`src/rtl/arbiter_packet_mux_if.sv`:
```
// Bundle of the channel inputs, arbiter link and registered output port
// of arbiter_packet_mux.
//
// Handshake rule for both the per-channel inputs and the output:
// a beat transfers on a rising clock edge where valid and ready are both
// high. A producer holds valid, data and last stable until that edge.
// The consumer may change ready at any time.
interface arbiter_packet_mux_if #(
  parameter int WIDTH      = 8,
  parameter int DATA_WIDTH = 32,
  parameter int SEL_WIDTH  = $clog2(WIDTH)
);
  logic [WIDTH-1:0]            in_valid;
  logic [WIDTH*DATA_WIDTH-1:0] in_data;
  logic [WIDTH-1:0]            in_last;
  logic [WIDTH-1:0]            in_ready;
  logic [WIDTH-1:0]            arb_requests;
  logic [SEL_WIDTH-1:0]        arb_grant;
  logic                        arb_valid;
  logic                        out_valid;
  logic [DATA_WIDTH-1:0]       out_data;
  logic                        out_last;
  logic                        out_ready;
  logic                        busy;

  // Environment side: drives the channels, the arbiter result and downstream ready.
  modport master (
    output in_valid, in_data, in_last, arb_grant, arb_valid, out_ready,
    input  in_ready, arb_requests, out_valid, out_data, out_last, busy
  );

  // Mux side.
  modport slave (
    input  in_valid, in_data, in_last, arb_grant, arb_valid, out_ready,
    output in_ready, arb_requests, out_valid, out_data, out_last, busy
  );
endinterface

```
`src/rtl/arbiter_packet_mux.sv`:
```
// Packet-mode mux behind an arbiter. Channel valids form the request
// vector. A grant seen in IDLE locks the mux onto that channel. The whole
// packet is then forwarded through a single registered output stage.
// While locked, the winner's request is held high so the arbiter keeps
// its grant until the last beat is taken. busy is the FSM state (XFER)
// made visible.
module arbiter_packet_mux #(
  parameter int WIDTH      = 8,
  parameter int DATA_WIDTH = 32
) (
  input  logic                clock,
  input  logic                reset,
  arbiter_packet_mux_if.slave bus
);
  localparam int SEL_WIDTH = $clog2(WIDTH);

  typedef enum logic {
    IDLE = 1'b0,
    XFER = 1'b1
  } state_t;

  state_t                state_q, state_d;
  logic [SEL_WIDTH-1:0]  sel_q, sel_d;
  logic                  out_valid_q, out_valid_d;
  logic [DATA_WIDTH-1:0] out_data_q, out_data_d;
  logic                  out_last_q, out_last_d;

  logic [WIDTH-1:0]      in_ready_c;
  logic [WIDTH-1:0]      lock_mask;
  logic                  out_free;

  // The output register can take a beat when empty or being drained this cycle.
  assign out_free = ~out_valid_q | bus.out_ready;

  // One-hot of the locked channel, only while a packet is in flight.
  always_comb begin
    lock_mask = '0;
    if (state_q == XFER) lock_mask[sel_q] = 1'b1;
  end

  // Next-state logic: lock on grant in IDLE, forward beats in XFER.
  always_comb begin
    state_d     = state_q;
    sel_d       = sel_q;
    out_valid_d = out_valid_q;
    out_data_d  = out_data_q;
    out_last_d  = out_last_q;
    in_ready_c  = '0;

    // A held beat leaves when downstream takes it; a new accept below overrides.
    if (out_valid_q && bus.out_ready) out_valid_d = 1'b0;

    case (state_q)
      IDLE: begin
        // A grant for a channel that is not presenting a beat is ignored.
        if (bus.arb_valid && bus.in_valid[bus.arb_grant]) begin
          sel_d   = bus.arb_grant;
          state_d = XFER;
        end
      end
      XFER: begin
        in_ready_c[sel_q] = out_free;
        if (bus.in_valid[sel_q] && out_free) begin
          out_valid_d = 1'b1;
          out_data_d  = bus.in_data[int'(sel_q)*DATA_WIDTH +: DATA_WIDTH];
          out_last_d  = bus.in_last[sel_q];
          if (bus.in_last[sel_q]) state_d = IDLE;
        end
      end
      default: state_d = IDLE;
    endcase
  end

  // State and output registers; reset drops any partial packet and held beat.
  always_ff @(posedge clock or negedge reset) begin
    if (!reset) begin
      state_q     <= IDLE;
      sel_q       <= '0;
      out_valid_q <= 1'b0;
      out_data_q  <= '0;
      out_last_q  <= 1'b0;
    end else begin
      state_q     <= state_d;
      sel_q       <= sel_d;
      out_valid_q <= out_valid_d;
      out_data_q  <= out_data_d;
      out_last_q  <= out_last_d;
    end
  end

  assign bus.in_ready     = in_ready_c;
  assign bus.arb_requests = bus.in_valid | lock_mask;
  assign bus.out_valid    = out_valid_q;
  assign bus.out_data     = out_data_q;
  assign bus.out_last     = out_last_q;
  assign bus.busy         = (state_q == XFER);
endmodule

```
`src/flat_wrapper.sv`:
```
// flat-port wrapper written by rule: the top's interface ports become plain ports
module arbiter_packet_mux_flat 
#(
  parameter int WIDTH      = 8,
  parameter int DATA_WIDTH = 32
)
  (clock, reset, bus_in_valid, bus_in_data, bus_in_last, bus_arb_grant, bus_arb_valid, bus_out_ready, bus_in_ready, bus_arb_requests, bus_out_valid, bus_out_data, bus_out_last, bus_busy);
  arbiter_packet_mux_if #(.WIDTH(WIDTH), .DATA_WIDTH(DATA_WIDTH)) bus_i ();
  input  logic clock;
  input  logic reset;
  input wire logic [$bits(bus_i.in_valid)-1:0] bus_in_valid;
  input wire logic [$bits(bus_i.in_data)-1:0] bus_in_data;
  input wire logic [$bits(bus_i.in_last)-1:0] bus_in_last;
  input wire logic [$bits(bus_i.arb_grant)-1:0] bus_arb_grant;
  input wire logic [$bits(bus_i.arb_valid)-1:0] bus_arb_valid;
  input wire logic [$bits(bus_i.out_ready)-1:0] bus_out_ready;
  output wire logic [$bits(bus_i.in_ready)-1:0] bus_in_ready;
  output wire logic [$bits(bus_i.arb_requests)-1:0] bus_arb_requests;
  output wire logic [$bits(bus_i.out_valid)-1:0] bus_out_valid;
  output wire logic [$bits(bus_i.out_data)-1:0] bus_out_data;
  output wire logic [$bits(bus_i.out_last)-1:0] bus_out_last;
  output wire logic [$bits(bus_i.busy)-1:0] bus_busy;
  assign bus_i.in_valid = bus_in_valid;
  assign bus_i.in_data = bus_in_data;
  assign bus_i.in_last = bus_in_last;
  assign bus_i.arb_grant = bus_arb_grant;
  assign bus_i.arb_valid = bus_arb_valid;
  assign bus_i.out_ready = bus_out_ready;
  assign bus_in_ready = bus_i.in_ready;
  assign bus_arb_requests = bus_i.arb_requests;
  assign bus_out_valid = bus_i.out_valid;
  assign bus_out_data = bus_i.out_data;
  assign bus_out_last = bus_i.out_last;
  assign bus_busy = bus_i.busy;
  arbiter_packet_mux #(.WIDTH(WIDTH), .DATA_WIDTH(DATA_WIDTH)) u_core (.clock(clock), .reset(reset), .bus(bus_i));
endmodule
```
`config.mk`:
```
export PLATFORM = sky130hd
export DESIGN_NAME = arbiter_packet_mux_flat
export DESIGN_NICKNAME = d
export VERILOG_FILES = /design/src/rtl/arbiter_packet_mux_if.sv /design/src/rtl/arbiter_packet_mux.sv /design/src/flat_wrapper.sv
export SDC_FILE = /design/constraint.sdc
export NUM_CORES = 1
export LEC_CHECK = 0
export ABC_AREA = 1
export ABC_CLOCK_PERIOD_IN_PS = 1300
export CORE_MARGIN = 4
export CORE_UTILIZATION = 33
export CTS_CLUSTER_DIAMETER = 150
export DETAILED_ROUTE_END_ITERATION = 10
export GPL_TIMING_DRIVEN = 0
export PLACE_DENSITY = 0.9
export SKIP_LAST_GASP = 1
export SLEW_MARGIN = 40
export SYNTH_ARGS = -nofsm -noshare
export SYNTH_HDL_FRONTEND = slang
export SYNTH_SLANG_ARGS = --single-unit
```
`constraint.sdc`:
```
create_clock -name clock -period 1.3 [get_ports clock]
set_input_delay 0.195 -clock clock [delete_from_list [all_inputs] [get_ports clock]]
set_output_delay 0.195 -clock clock [all_outputs]
set_load 0.005 [all_outputs]
```
==> results.ini <==
[timing]
fin_crit_sh_pct = 133
fmax_ghz = 0.580
setup_slack_ps = -423
rsz0062_at_grt = yes
hold_ws_ps = 436
hold_violations = 0
min_period_ps = 1720
drv_slew = 0
finalSetupViolations = 51
tightest_slew_ps = 503
relSlewSlack_pct = 66.5
skew_ps = 6.39
setup_tns_ps = -17840

[global_routing]
grt_max_degree = 39
grt_pass1_wl_mm = 35.6
antenna_found_initial = 0
grtUsageTotal_pct = 27.9
first_global_vias = 6525
grt-ovfl-total = 0

[yosys]
ys_warn_count = 0
synth_edf_count = 0
syn_area_um2 = 4750
synth-seq-area-share_pct = 20.0
synth.distinct_cells = 25
synthArstFlopShare_pct = 100
syn_nets = 1107
ys_ff_latch = 38
synth_area_per_cell_um2 = 5.73
synth_top_cell_by_area = nand2_1
synth_commonest_cells = nand2_1 (275), inv_1 (144), o211ai_1 (96)
synth_area_leaders = nand2_1 (22%), dfrtp_1 (20%), o211ai_1 (15%)
synthCells = 828
synth-main-ff-cell = dfrtp_1
yosysMostFrequentCell = nand2_1
synth.top_cell.area_share_pct = 21.7

[clock_network]
cts_tree = done
h-tree-depth = 2
clock_path_buffers = 2
cts-root-buf = clkbuf_16
cts_buffers = 5
cts_num_sinks = 38
clk_pin_slew_worst_paths_ps = 60
clock_latency_ps = 280

[worst_setup_path]
required_ps = 1470
r2r_cells = 10
crit_type = register to register
cp_max_fo = 7
reg2reg_to = u_core.bus.out_data[16]
crit_path_max_incr_delay_ps = 410
end_kind = register
r2r_start = u_core.sel_q[0]
reg2reg_slack_ps = -420
critPathLaunchType = register
arrival_ps = 1890
crit_chain = buf_6 -> buf_12 -> buf_12 -> buf_8 -> o211ai_1 -> nand2_1 -> inv_2 -> nand2_2 -> nand3_2 -> nand2_1
slowest_stage = dfrtp_2

[pwr]
p_leak_nw = 4.65
design_power_total_mw = 19.3
p_clk_share_pct = 6.4
switchingPower_mw = 9.69
seq_power_share_pct = 11.2
vdd_drop_max_mv = 1.02
power_frac_comb_pct = 82.4
p_sw_share_pct = 50.1
p_int_mw = 9.65
p_per_area_nw_per_um2 = 2070

[place]
placed_area_um2 = 8340
gp_congestion = 0.948
dp_hpwl_mm = 19.4
portBuffers = 329
dp_cells = 1337

[routing]
via_count = 6881
drc = 0
antenna_left = 0
routed_wl_mm = 25.1
vias_per_cell = 4.95
first_pass_iters = 5
drtIter0Drc = 566
post_drt_wl_per_cell_um = 18.0

[layout]
stdcell_area_um2 = 9340
drive_gt1_share_pct = 20.4
final_cells = 1390
layout.nets = 1488
syn2layout_area_growth_pct = 96.7
antenna_cells = 0
num-fill-cells = 1238

[hold_path]
hold_class = primary input to asynchronous set/reset pin

[floorplanning]
die_x_um = 128
pin_count = 330
rows = 43
coreArea_um2 = 14000
die_y_um = 128
initial_core_util_pct = 33.9
dieArea_um2 = 16400

[status]
status = complete, but fails checks
violations = setup timing

[job]
cap_violations = 0

==> per-stage QoR <==
step / setup WS, ps / util, %
global route: -472 / 66.8
floorplan: -88.7 / -
CTS: -374 / 64.5
finish: -423 / 66.8
detailed placement: -979 / 59.6
global placement: -976 / 59.6
==> repair_timing <==
| action | in CTS | in global routing |
|---|---|---|
| gates resized for setup | 198 | 79 |
| cloned | 5 | 5 |
| hold endpoints to repair | 38 | 0 |
| setup endpoints to repair | 89 | 54 |
| pin swaps | 27 | 43 |
| hold buffers | 1 | 0 |
| buffers inserted | 33 | 6 |
==> power by group through the flow <==
| stage | clock (mW) | sequential, mW | combinational, mW |
|---|---|---|---|
| CTS | 1.22 | 2.09 | 14.7 |
| finish | 1.23 | 2.16 | 15.9 |
| detailed placement | 0 | 2.12 | 12.7 |
| floorplan | 0 | 2.12 | 7.72 |
| global placement | 0 | 2.09 | 12.5 |
| global route | 1.28 | 2.21 | 17.1 |
==> sequential cells by signal (all words and copies together), names as in the netlist <==
| name | cells |
|---|---|
| u_core.bus.out_valid | 1 |
| u_core.bus.out_last | 1 |
| u_core.bus.out_data | 32 |
| u_core.bus.busy | 1 |
| u_core.sel_q | 3 |
==> logic make-up after synthesis <==
group	count (synthesis)	synth area share (%)
flops	38	20.0
simple gates	443	40.3
buf+inv	214	20.6
compound gates	133	19.1
==> final cells by class <==
cell class              instances  area, um^2  area share (%)
clock inverters                 1        5.00          0.0536
flip-flops and latches         38         953            10.2
plain buffers                  50         536            5.73
multi-input cells             577        3140            33.6
inverters                     161         618            6.62
repair buffers                376        3720            39.8
clock buffers                   7         143            1.53
well taps                     180         225            2.41
==> critical path, delay by kind of cell, from the launching register on <==
kind | cells | cell delay (ps)
compound gates | 1 | 280
buf+inv | 5 | 640
flops | 1 | 410
simple gates | 4 | 270
==> cells in the final DEF, fill, tap and decap left out, drive strengths merged <==
cell type | netlist | final
nor2 | 75 | 75
dlygate4sd2 | 0 | 36
clkdlybuf4s50 | 0 | 276
inv | 157 | 156
clkinv | 4 | 5
buf | 45 | 97
o211ai | 96 | 96
dfrtp | 38 | 38
or2 | 32 | 32
dlygate4sd3 | 0 | 1
bufbuf | 0 | 1
nor3 | 4 | 4
nand4 | 4 | 4
nand3 | 49 | 50
clkbuf | 8 | 22
nand2 | 279 | 279
clkinvlp | 0 | 1
o21ai | 37 | 37
==> per-layer routing <==
layer / up-vias / global-route usage (%) / wire (um)
li1: 3347 / - / -
met1: 3087 / 36.9 / 10200
met2: 381 / 46.9 / 12100
met3: 66 / 5.25 / 2120
met4: 0 / 7.12 / 727
met5: - / 0 / 0
==> worst max-delay path by stage <==
stage	start	to	slack, ps	cells after the start
after floorplan	u_core.sel_q[2]	u_core.bus.out_data[23]	-90	10
after global placement	u_core.sel_q[0]	bus_arb_requests[3]	-980	5
after detailed placement	u_core.sel_q[0]	bus_arb_requests[3]	-980	5
after CTS	u_core.sel_q[0]	u_core.bus.out_data[16]	-370	10
after global routing	u_core.sel_q[0]	u_core.bus.busy	-470	11
final	u_core.sel_q[0]	u_core.bus.out_data[16]	-420	10
Note: power is estimated with default switching activity, not from simulation.
